==> config.mk <==
export PLATFORM = sky130hd
export DESIGN_NAME = uart_rx_engine
export DESIGN_NICKNAME = d
export VERILOG_FILES = /design/src/rtl/uart_pkg.sv /design/src/rtl/uart_rx_bitclk.sv /design/src/rtl/uart_rx_engine.sv
export SDC_FILE = /design/constraint.sdc
export NUM_CORES = 1
export LEC_CHECK = 0
export CAP_MARGIN = 5
export CORE_MARGIN = 5
export CORE_UTILIZATION = 56
export DETAILED_ROUTE_END_ITERATION = 12
export PLACE_DENSITY = 0.76
export SKIP_CTS_REPAIR_TIMING = 1
export SYNTH_ARGS = -nofsm -noshare
export SYNTH_HDL_FRONTEND = slang
export SYNTH_SLANG_ARGS = --single-unit
==> constraint.sdc <==
create_clock -name clk -period 4.29 [get_ports clk]
set_input_delay 1.287 -clock clk [delete_from_list [all_inputs] [get_ports clk]]
set_output_delay 1.287 -clock clk [all_outputs]
set_load 0.05 [all_outputs]
==> src/rtl/uart_pkg.sv <==
// Shared UART definitions: per-rate bit-time table, receiver state encoding
// and the bit-time counter width, used by both the TX and RX engines.
package uart_pkg;

    localparam int unsigned CNT_W      = 19;
    localparam int unsigned REF_CLK_HZ = 100000000;

    typedef enum logic [2:0] {
        ST_IDLE   = 3'd0,
        ST_START  = 3'd1,
        ST_DATA   = 3'd2,
        ST_PARITY = 3'd3,
        ST_STOP   = 3'd4
    } rx_state_t;

    // Clocks per bit at REF_CLK_HZ; indices 12..15 alias the fastest rate.
    function automatic logic [CNT_W-1:0] base_bit_time(input logic [3:0] idx);
        logic [CNT_W-1:0] v;
        case (idx)
            4'd0:    v = 19'd333333;
            4'd1:    v = 19'd83333;
            4'd2:    v = 19'd41667;
            4'd3:    v = 19'd20833;
            4'd4:    v = 19'd10417;
            4'd5:    v = 19'd5208;
            4'd6:    v = 19'd2604;
            4'd7:    v = 19'd1736;
            4'd8:    v = 19'd868;
            4'd9:    v = 19'd434;
            4'd10:   v = 19'd217;
            default: v = 19'd109;
        endcase
        return v;
    endfunction

endpackage

==> src/rtl/uart_rx_bitclk.sv <==
// Loadable bit-time down-counter for the UART receiver; emits a one-cycle
// sample tick each time the count reaches zero, then reloads a full bit-time.
module uart_rx_bitclk
    import uart_pkg::*;
(
    input  logic             clk,
    input  logic             reset,
    input  logic             i_en,
    input  logic             i_load,
    input  logic [CNT_W-1:0] i_load_val,
    input  logic [CNT_W-1:0] i_reload_val,
    output logic             o_tick
);

    logic [CNT_W-1:0] r_cnt;

    // Down-counter: load wins, idles at zero while disabled, reloads on expiry.
    always_ff @(posedge clk) begin
        if (reset) begin
            r_cnt <= {CNT_W{1'b0}};
        end else if (i_load) begin
            r_cnt <= i_load_val;
        end else if (!i_en) begin
            r_cnt <= {CNT_W{1'b0}};
        end else if (r_cnt == {CNT_W{1'b0}}) begin
            r_cnt <= i_reload_val;
        end else begin
            r_cnt <= r_cnt - CNT_W'(1);
        end
    end

    assign o_tick = i_en && (r_cnt == {CNT_W{1'b0}});

endmodule

==> src/rtl/uart_rx_engine.sv <==
// UART receiver: 2-FF synchronised line, frame FSM, host read/overrun flags.
// Optional UART_RX_MAJORITY_VOTE_EN: 3-sample majority vote around mid-bit.
module uart_rx_engine
    import uart_pkg::*;
#(
    parameter int unsigned CLK_HZ = 100000000
) (
    input  logic       clk,
    input  logic       reset,
    input  logic       rx,
    input  logic       bit8,
    input  logic       parity_en,
    input  logic       odd_n_even,
    input  logic [3:0] baud_val,
    input  logic       rd,
    output logic [7:0] data,
    output logic       rxrdy,
    output logic       perr,
    output logic       ferr,
    output logic       ovf
);

    function automatic logic [CNT_W-1:0] scaled_bit_time(input logic [3:0] idx);
        logic [63:0] v;
        v = (64'(base_bit_time(idx)) * 64'(CLK_HZ)) / 64'(REF_CLK_HZ);
        return v[CNT_W-1:0];
    endfunction

    logic [CNT_W-1:0] w_tbl [16];
    for (genvar g = 0; g < 16; g++) begin : g_tbl
        assign w_tbl[g] = scaled_bit_time(4'(g));
    end

    rx_state_t        r_state;
    logic             r_sync1, r_sync2, r_prev;
    logic             r_bit8, r_par_en, r_odd;
    logic [3:0]       r_baud;
    logic [2:0]       r_bit_idx;
    logic [7:0]       r_shift;
    logic             r_perr_pend;
    logic [7:0]       r_data;
    logic             r_rxrdy, r_perr, r_ferr, r_ovf;

    logic             w_fall, w_start, w_tick, w_act, w_bit, w_done;
    logic [CNT_W-1:0] w_half_load, w_reload;

    // Two-flop synchroniser plus one delayed copy for falling-edge detection.
    always_ff @(posedge clk) begin
        if (reset) begin
            r_sync1 <= 1'b1;
            r_sync2 <= 1'b1;
            r_prev  <= 1'b1;
        end else begin
            r_sync1 <= rx;
            r_sync2 <= r_sync1;
            r_prev  <= r_sync2;
        end
    end

    assign w_fall      = r_prev & ~r_sync2;
    assign w_start     = (r_state == ST_IDLE) && w_fall;
    assign w_half_load = (w_tbl[baud_val] >> 1) - CNT_W'(1);
    assign w_reload    = w_tbl[r_baud] - CNT_W'(1);

    uart_rx_bitclk u_bitclk (
        .clk          (clk),
        .reset        (reset),
        .i_en         (r_state != ST_IDLE),
        .i_load       (w_start),
        .i_load_val   (w_half_load),
        .i_reload_val (w_reload),
        .o_tick       (w_tick)
    );

`ifdef UART_RX_MAJORITY_VOTE_EN
    logic r_prev2, r_tick_d;

    // Decide one clock after mid-bit so the +1 sample is available.
    always_ff @(posedge clk) begin
        if (reset) begin
            r_prev2  <= 1'b1;
            r_tick_d <= 1'b0;
        end else begin
            r_prev2  <= r_prev;
            r_tick_d <= w_tick;
        end
    end

    assign w_act = r_tick_d;
    assign w_bit = (r_prev2 & r_prev) | (r_prev2 & r_sync2) | (r_prev & r_sync2);
`else
    assign w_act = w_tick;
    assign w_bit = r_sync2;
`endif

    assign w_done = (r_state == ST_STOP) && w_act;

    // Frame FSM plus the registered host-facing byte and flags.
    always_ff @(posedge clk) begin
        if (reset) begin
            r_state     <= ST_IDLE;
            r_bit8      <= 1'b0;
            r_par_en    <= 1'b0;
            r_odd       <= 1'b0;
            r_baud      <= 4'd0;
            r_bit_idx   <= 3'd0;
            r_shift     <= 8'h00;
            r_perr_pend <= 1'b0;
            r_data      <= 8'h00;
            r_rxrdy     <= 1'b0;
            r_perr      <= 1'b0;
            r_ferr      <= 1'b0;
            r_ovf       <= 1'b0;
        end else begin
            case (r_state)
                ST_IDLE: begin
                    if (w_fall) begin
                        r_bit8      <= bit8;
                        r_par_en    <= parity_en;
                        r_odd       <= odd_n_even;
                        r_baud      <= baud_val;
                        r_bit_idx   <= 3'd0;
                        r_shift     <= 8'h00;
                        r_perr_pend <= 1'b0;
                        r_state     <= ST_START;
                    end
                end
                ST_START: begin
                    if (w_act) begin
                        r_state <= w_bit ? ST_IDLE : ST_DATA;
                    end
                end
                ST_DATA: begin
                    if (w_act) begin
                        r_shift[r_bit_idx] <= w_bit;
                        if (r_bit_idx == (r_bit8 ? 3'd7 : 3'd6)) begin
                            r_state <= r_par_en ? ST_PARITY : ST_STOP;
                        end else begin
                            r_bit_idx <= r_bit_idx + 3'd1;
                        end
                    end
                end
                ST_PARITY: begin
                    if (w_act) begin
                        // Unused bit 7 is zero in 7-bit mode, so a full XOR is safe.
                        r_perr_pend <= (^r_shift) ^ w_bit ^ r_odd;
                        r_state     <= ST_STOP;
                    end
                end
                ST_STOP: begin
                    if (w_act) begin
                        r_state <= ST_IDLE;
                    end
                end
                default: r_state <= ST_IDLE;
            endcase

            if (w_done) begin
                if (!r_rxrdy || rd) begin
                    r_data  <= r_shift;
                    r_perr  <= r_perr_pend;
                    r_ferr  <= ~w_bit;
                    r_rxrdy <= 1'b1;
                    r_ovf   <= 1'b0;
                end else begin
                    r_ovf <= 1'b1;
                end
            end else if (rd && r_rxrdy) begin
                r_rxrdy <= 1'b0;
                r_perr  <= 1'b0;
                r_ferr  <= 1'b0;
                r_ovf   <= 1'b0;
            end
        end
    end

    assign data  = r_data;
    assign rxrdy = r_rxrdy;
    assign perr  = r_perr;
    assign ferr  = r_ferr;
    assign ovf   = r_ovf;

endmodule

==> results of run 1 <==
## sequential cells by signal, summed over array words and instances (netlist names), 3 cells and up
| name | count |
|---|---|
| data | 8 |
| r_baud | 4 |
| u_bitclk.r_cnt | 19 |
| r_state | 3 |
| r_shift | 8 |
| r_bit_idx | 3 |
## worst max-delay path: stages, from the launching register on
cell and delay [ns]:
dfxtp_1 0.56, inv_1 0.14, ha_1 0.30, nand2b_1 0.18, nor2_1 0.11, a21oi_1 0.09, a21oi_1 0.27, ha_1 0.24
nand2b_1 0.13, nor4_1 0.62, nand3_1 0.31, nor4b_2 0.32, xor2_1 0.17, nor2_1 0.05
## through the flow
step / total power [mW] / instances
final: 1.558 / 555
after global routing: 1.657 / 555
after CTS: 1.548 / 555
after detailed placement: 1.254 / 547
after global placement: 1.245 / 547
after floorplan: 1.116 / 469
## worst paths after layout
path / to / depth (start not counted)
max: u_bitclk.r_cnt[18] / 13
min: r_sync2 / 1
min reg2reg: r_sync2 / 1
max reg2reg: u_bitclk.r_cnt[18] / 13
## layout make-up
cell class / count / area [µm²]
clock buffers: 5 / 68.82
repair buffers: 29 / 272.8
well taps: 77 / 96.34
inverters: 15 / 56.30
flip-flops and latches: 56 / 1121
clock inverters: 3 / 21.27
multi-input cells: 370 / 2298
fillers: 579 / 2379
## cell usage in the layout, fill, tap and decap left out, types with 7 or more instances in the layout
cell type        instances
xnor2_1                 18
inv_1                   14
nand3_1                 19
ha_1                    13
xor2_1                   9
dfxtp_1                 56
nor3_1                   9
o21ai_0                 21
buf_4                    7
nand2b_1                11
nand2_1                 48
clkdlybuf4s50_1         22
nor2_1                  49
nor2b_1                 11
mux2i_1                 10
a21oi_1                 51
o22ai_1                 10
## per-layer routing
layer / wire [µm] / GRT usage / vias up
li1: - / - / 1670
met1: 4234 / 0.3196 / 1665
met2: 4172 / 0.3433 / 144
met3: 628 / 0.03339 / 12
met4: 110 / 0.06079 / 0
met5: 0 / 0 / -
## power breakdown
| group | switching (mW) | internal [mW] | leakage [nW] |
|---|---|---|---|
| logic | 0.416 | 0.282 | 0.909 |
| registers | 0.0293 | 0.539 | 0.453 |
| clock network | 0.176 | 0.116 | 0.0445 |
| total | 0.621 | 0.938 | 1.41 |
## cells in the mapped netlist, types with 7 or more instances
cell type / n
o21ai_0: 21
nor3_1: 9
dfxtp_1: 56
inv_1: 14
nor2b_1: 11
clkbuf_1: 16
xor2_1: 9
ha_1: 13
o22ai_1: 10
nor2_1: 49
mux2i_1: 10
a21oi_1: 51
xnor2_1: 18
nand2b_1: 11
nand2_1: 48
buf_2: 7
nand3_1: 19
## kinds of logic (layout without fill, tap and decap cells)
logic type                 count (synthesis)  in the layout  share of synthesized area
AOI/OAI and AO/OA                        127            127                     0.2147
adders and majority gates                 13             13                    0.04517
muxes                                     13             13                    0.03718
and+or+nand+nor                          190            190                     0.2755
buffers and inverters                     43             52                    0.05038
DFF                                       56             56                     0.3113
xor gates and xnor gates                  27             27                    0.06567
==> results.cfg, run 1 <==
[status]
status = completed

[worst_hold_path]
hp-start = r_sync1
hp-class = reg -> reg

[clocking]
numCtsBuffers = 5
cts_tree = built
clk_latency_ns = 0.31
cts-root-buf = clkbuf_8
clockBufferDepth = 2
cts.clk_slew.worst_paths_ns = 0.11
cts_sinks = 56
h-tree-depth = 2

[sta]
setup_violations = 0
fin_crit_ns = 3.617
tightest_slew_ns = 0.7869
hold_slack_ns = 0.4267
slew_headroom = 0.4706
timing.final.crit_share = 0.8431
finalHoldViolations = 0
maxSlewViolCount = 0
finalWorstSetupSlack_ns = 0.6733
rsz0062_at_grt = false
fmax_ghz = 0.2765
fin_tns_setup_ns = 0
fin_skew_ns = 0.01470

[pwr]
p_leak_nw = 1.406
p_per_area_nw_per_um2 = 396.0
peakVddDrop_mv = 0.2352

[detailed_routing]
drt-initial-drc-count = 330
dr.pass1.iters = 5
routed_wl_mm = 9.145
drc_errors = 0
via_count = 3491
vias_per_cell = 6.290
ant_nets = 0
wl_per_cell_um = 16.48

[yosys]
ys_types = 66
syn_inst = 469
syn-cell-area_um2 = 3601
syn_avg_cell_area_um2 = 7.678
synth_top_area_cell = dfxtp_1
yosysWarningCount = 0
postSynth.asyncResetShare = 0
synth-edff-count = 0
syn_nets = 493
synth_seq_cells = 56
synth_top_flop_cell = dfxtp_1
yosysSeqAreaShare = 0.3113
synth.top_cells.by_area = dfxtp_1 (31%), a21oi_1 (7.1%), nor2_1 (5.1%)
yosysTopAreaCellShare = 0.3113

[worst_setup_path]
cp_data_required_time_ns = 4.48
cp_max_fo = 9
reg2reg_slack_ns = 0.67
critPathLaunch = r_baud[0]
critical_path_class = reg -> reg
timing.rr.start = r_baud[0]
cp-start-kind = register
critPathCaptureType = register
arrival_ns = 3.81

[floorplan]
num_rows = 29
dieArea_um2 = 8134
start_util = 0.5704
core-area_um2 = 6314
io-pin-count = 23
fp.dieW_um = 90.19
die_h_um = 90.19

[placement]
dpl_worst_slack_ns = 0.4707
place_hpwl_mm = 6.835
port_buffers = 22
finalWeightedCongestion = 0.9362
placedInstanceArea_um2 = 3845

[cells_and_area]
fin_area_um2 = 3935
drive_gt1_frac = 0.08159
final_core_util = 0.6233
fin_nets = 501
num_antenna_cells = 0
syn2layout_area_growth_pct = 9.277

[global_routing]
antenna_found_initial = 0
grt_overflow = 0
grt_max_degree = 35
grt_pass1_wl_mm = 15.39
grt_use_total = 0.2217
first_global_vias = 3229

[flow_run]
max_cap_viol_count = 0
No activity file was read; power rests on OpenSTA's default activity.
==> inputs of run 2 (changes only) <==
==> constraint.sdc (replaced) <==
create_clock -name clk -period 3.6 [get_ports clk]
set_input_delay 1.08 -clock clk [delete_from_list [all_inputs] [get_ports clk]]
set_output_delay 1.08 -clock clk [all_outputs]
set_load 0.05 [all_outputs]
==> run 2 against run 1 <==
Net effect:
- non-clock buffer count up 8
- clock power grew 45%
- flip-flop and latch count unchanged
- final cell count increased by 1.4%
- power rose by 25%
- die area stayed put
- critical path type is now in -> reg
- critical endpoint is now u_bitclk.r_cnt[8]
==> results.cfg, run 2 (synthesized netlist as in run 1, its figures left out) <==
[global_routing]
grt_pass1_wl_mm = 15.26
grt_max_degree = 35
antenna_found_initial = 0
grt_use_total = 0.2213
first_global_vias = 3083
grt_overflow = 0

[clocking]
cts_sinks = 56
cts-root-buf = clkbuf_8
clockBufferDepth = 2
cts_tree = built
numCtsBuffers = 5
h-tree-depth = 2
clk_latency_ns = 0.32
cts.clk_slew.worst_paths_ns = 0.10

[detailed_routing]
ant_nets = 0
vias_per_cell = 6.218
drt-initial-drc-count = 254
dr.pass1.iters = 5
drc_errors = 0
wl_per_cell_um = 16.20
routed_wl_mm = 9.123
via_count = 3501

[cells_and_area]
final_common_cell = dfxtp_1
drive_gt1_frac = 0.09465
regMostFlops = u_bitclk.r_cnt
largest_reg_flops = 19
syn2layout_area_growth_pct = 11.54
num_antenna_cells = 0
final_cell_mix = dfxtp_1 (56), a21oi_1 (51), nor2_1 (49)
fin_area_um2 = 4016
fin_nets = 509
final_core_util = 0.6361

[sta]
fin_skew_ns = 0.01682
fin_tns_setup_ns = 0
setup_violations = 0
rsz0062_at_grt = false
tightest_slew_ns = 0.7011
timing.final.crit_share = 0.8301
fmax_ghz = 0.3346
finalHoldViolations = 0
slew_headroom = 0.5283
maxSlewViolCount = 0
fin_crit_ns = 2.988
hold_slack_ns = 0.4172

[worst_setup_path]
critPathLaunch = baud_val[0]
cp_slowest_cell = clkdlybuf4s50_1
slowest_delay_ns = 0.48
path_cells = clkdlybuf4s50_1 > inv_1 > ha_1 > nor2b_1 > mux2_2 > ha_1 > nand2_1 > nand4b_1 > a21oi_1 > o22ai_1
critical_path_class = in -> reg
cp-start-kind = primary input
critPathCaptureType = register
timing.rr.start = r_baud[0]
cp_max_fo = 5
cp_data_required_time_ns = 3.78
arrival_ns = 3.16
cp_num_buf_inv = 2
critPathTopFamily = buffers and inverters
cpMostUsedCell = ha_1

[pwr]
clkPwrFrac = 0.217
p_sw_uw = 744.9
peakVddDrop_mv = 0.2817
p_per_area_nw_per_um2 = 486.5
p_comb_frac = 0.437
p_sw_frac = 0.3813
p_leak_nw = 1.457
p_int_mw = 1.209
pwr-share-seq = 0.346

[worst_hold_path]
hp-start = r_sync1
hp-class = reg -> reg

[placement]
placedInstanceArea_um2 = 3905
place_hpwl_mm = 6.785
port_buffers = 22
finalWeightedCongestion = 0.9285

[floorplan]
dieArea_um2 = 8134
num_rows = 29
die_h_um = 90.19
io-pin-count = 23
fp.dieW_um = 90.19
core-area_um2 = 6314
start_util = 0.5704

[flow_run]
max_cap_viol_count = 0

[status]
status = completed
[run 2: metal layers]
layer,share of wire,global-route usage
met1,0.47,0.3296
met2,0.45,0.3299
met3,0.068,0.02755
met4,0.013,0.06948
met5,0,0
[run 2: area by class of cell]
cell class	count	area (µm²)
Sequential cell	56	1121
Timing Repair Buffer	37	332.8
Fill cell	581	2297
Multi-Input combinational cell	370	2298
Inverter	15	56.30
Tap cell	77	96.34
Clock inverter	2	38.79
Clock buffer	6	72.57
[run 2: through the flow]
step | worst slack, ns | total power [mW] | instances
final | 0.6118 | 1.954 | 563
after global routing | 0.4283 | 2.061 | 563
after CTS | 0.6212 | 1.938 | 563
after detailed placement | 0.2950 | 1.514 | 555
after global placement | 0.3495 | 1.508 | 555
after floorplan | 0.7738 | 1.330 | 469
[run 2: power groups by stage]
stage / Sequential, mW / Combinational (mW) / Clock, mW
3_3_place_gp: 0.688 / 0.820 / 0
5_1_grt: 0.680 / 0.924 / 0.458
6_report: 0.676 / 0.855 / 0.423
3_5_place_dp: 0.688 / 0.826 / 0
4_1_cts: 0.674 / 0.836 / 0.428
2_1_floorplan: 0.674 / 0.656 / 0
[run 2: worst reg2reg max path, cell delays in order (launching register included)]
cell and delay, ns:
dfxtp_1 0.34, inv_1 0.07, ha_1 0.29, nand2b_1 0.19, nor2_1 0.11, a21oi_1 0.09, a21oi_1 0.27, ha_1 0.23
nand2b_1 0.13, nor4_1 0.24, buf_4 0.20, nand3_1 0.15, nor4b_2 0.28, xor2_1 0.17, nor2_1 0.05
[run 2: final timing paths]
kind         slack, ns  depth (start not counted)            endpoint
max               0.61                         10   u_bitclk.r_cnt[8]
min               0.42                          1             r_sync2
max reg2reg       0.67                         14  u_bitclk.r_cnt[18]
min reg2reg       0.42                          1             r_sync2
==> inputs of run 3 (changes only) <==
==> constraint.sdc (replaced) <==
create_clock -name clk -period 3.07 [get_ports clk]
set_input_delay 0.921 -clock clk [delete_from_list [all_inputs] [get_ports clk]]
set_output_delay 0.921 -clock clk [all_outputs]
set_load 0.05 [all_outputs]
==> run 3 against run 2 <==
Net effect:
- sequential share of layout area shrank 0.46 points
- clock skew decreased by 0.0038 ns
- routed wire length is 1.2% higher
- clock power is 17% higher
- clock-buffer cell count stayed put
- highest routed layer unchanged
- flip-flop and latch count unchanged
- critical path depth is the same
- power increased by 18%
- critical endpoint is now u_bitclk.r_cnt[4]
==> results.cfg, run 3 (synthesized netlist as in run 1, its figures left out) <==
[status]
status = completed

[sta]
finalWorstSetupSlack_ns = 0.2355
finalHoldViolations = 0
tightest_slew_ns = 0.6213
timing.final.crit_share = 0.9233
setup_violations = 0
fin_crit_ns = 2.835
slew_headroom = 0.5751
rsz0062_at_grt = false
fmax_ghz = 0.3528
fin_tns_setup_ns = 0
maxSlewViolCount = 0
fin_skew_ns = 0.01297

[detailed_routing]
routed_wl_mm = 9.233
ant_nets = 0
vias_per_cell = 6.054
via_count = 3463
drt-initial-drc-count = 233
drc_errors = 0
dr.pass1.iters = 5
wl_per_cell_um = 16.14

[floorplan]
die_h_um = 90.19
dieArea_um2 = 8134
io-pin-count = 23
start_util = 0.5704
num_rows = 29
core-area_um2 = 6314
fp.dieW_um = 90.19

[cells_and_area]
final_cell_mix = dfxtp_1 (56), a21oi_1 (51), nor2_1 (49)
largest_reg_flops = 19
fin_nets = 518
num_antenna_cells = 0
syn2layout_area_growth_pct = 13.41
drive_gt1_frac = 0.1111
regMostFlops = u_bitclk.r_cnt
final_common_cell = dfxtp_1

[pwr]
peakVddDrop_mv = 0.3270
p_comb_frac = 0.442
clkPwrFrac = 0.216
p_per_area_nw_per_um2 = 563.7
p_int_mw = 1.425
p_leak_nw = 1.499
p_sw_frac = 0.3810
pwr-share-seq = 0.343
p_sw_uw = 877.1

[placement]
place_hpwl_mm = 7.113
finalWeightedCongestion = 0.9672
dpl_worst_slack_ns = -0.01079
port_buffers = 22

[clocking]
cts.clk_slew.worst_paths_ns = 0.11
cts_sinks = 56
numCtsBuffers = 5
clockBufferDepth = 2
cts_tree = built
h-tree-depth = 2
cts-root-buf = clkbuf_8
clk_latency_ns = 0.32

[worst_setup_path]
cp_num_buf_inv = 0
cp_slowest_cell = or4_1
critical_path_class = reg -> reg
cp_data_required_time_ns = 3.26
critPathCaptureType = register
arrival_ns = 3.03
slowest_delay_ns = 0.62
cp_max_fo = 4
cp-start-kind = register
critPathTopFamily = simple AND/OR/NAND/NOR gates
path_cells = or4_1 > nor4_4 > and2_1 > a21oi_1 > ha_1 > nand2b_1 > nor3_1 > a221oi_1 > a2bb2oi_1 > nor2_1

[global_routing]
antenna_found_initial = 0
first_global_vias = 3162
grt_max_degree = 34
grt_use_total = 0.2227
grt_overflow = 0
grt_pass1_wl_mm = 15.36

[flow_run]
max_cap_viol_count = 0

[worst_hold_path]
hp-class = reg -> reg
run 3: cell types whose count changed in the layout (fill, tap and decap cells not counted):
cell   change
buf_4      +9
run 3: worst register-to-register path, delay by kind of cell (launching register included):
family	cells	cell delay (ns)
compound gates	3	0.70
simple gates	6	1.44
flops	1	0.33
fa+ha+maj	1	0.23
run 3: per-layer routing:
metal  vias to the layer above  track usage  wire length (µm)
met4                         0      0.06824               185
li1                       1709            -                 -
met1                      1655       0.3194              4431
met2                        84       0.3274              4112
met5                         -            0                 0
met3                        15      0.05509               504
run 3: power groups by stage:
stage | clock, mW | combinational (mW) | sequential, mW
global placement | 0 | 0.973 | 0.803
detailed placement | 0 | 0.989 | 0.804
floorplan | 0 | 0.769 | 0.790
CTS | 0.506 | 1.00 | 0.787
finish | 0.497 | 1.02 | 0.789
global route | 0.539 | 1.11 | 0.794
run 3: path summary, 6_finish.rpt:
check / start / endpoint / slack (ns) / cells after the start
min: r_sync1 / r_sync2 / 0.43 / 1
max reg2reg: u_bitclk.r_cnt[13] / u_bitclk.r_cnt[4] / 0.24 / 10
min reg2reg: r_sync1 / r_sync2 / 0.43 / 1
max: u_bitclk.r_cnt[13] / u_bitclk.r_cnt[4] / 0.24 / 10
run 3: metrics by stage:
stage	instance area [µm²]	power, mW	utilization	std cells	hold slack, ns
2_1_floorplan	3601	1.559	-	469	0.3895
3_3_place_gp	3973	1.776	0.6292	564	0.4010
3_5_place_dp	3973	1.793	0.6292	564	0.4024
4_1_cts	4084	2.293	0.6468	572	0.4303
5_1_grt	4084	2.438	0.6468	572	0.4397
6_report	4084	2.302	0.6468	572	0.4272
run 3: cell type report:
type | count | area (µm²)
clock buffers | 6 | 72.57
clock inverters | 2 | 38.79
fillers | 568 | 2230
inverters | 15 | 56.30
multi-input cells | 370 | 2298
flip-flops and latches | 56 | 1121
well taps | 77 | 96.34
repair buffers | 46 | 400.4
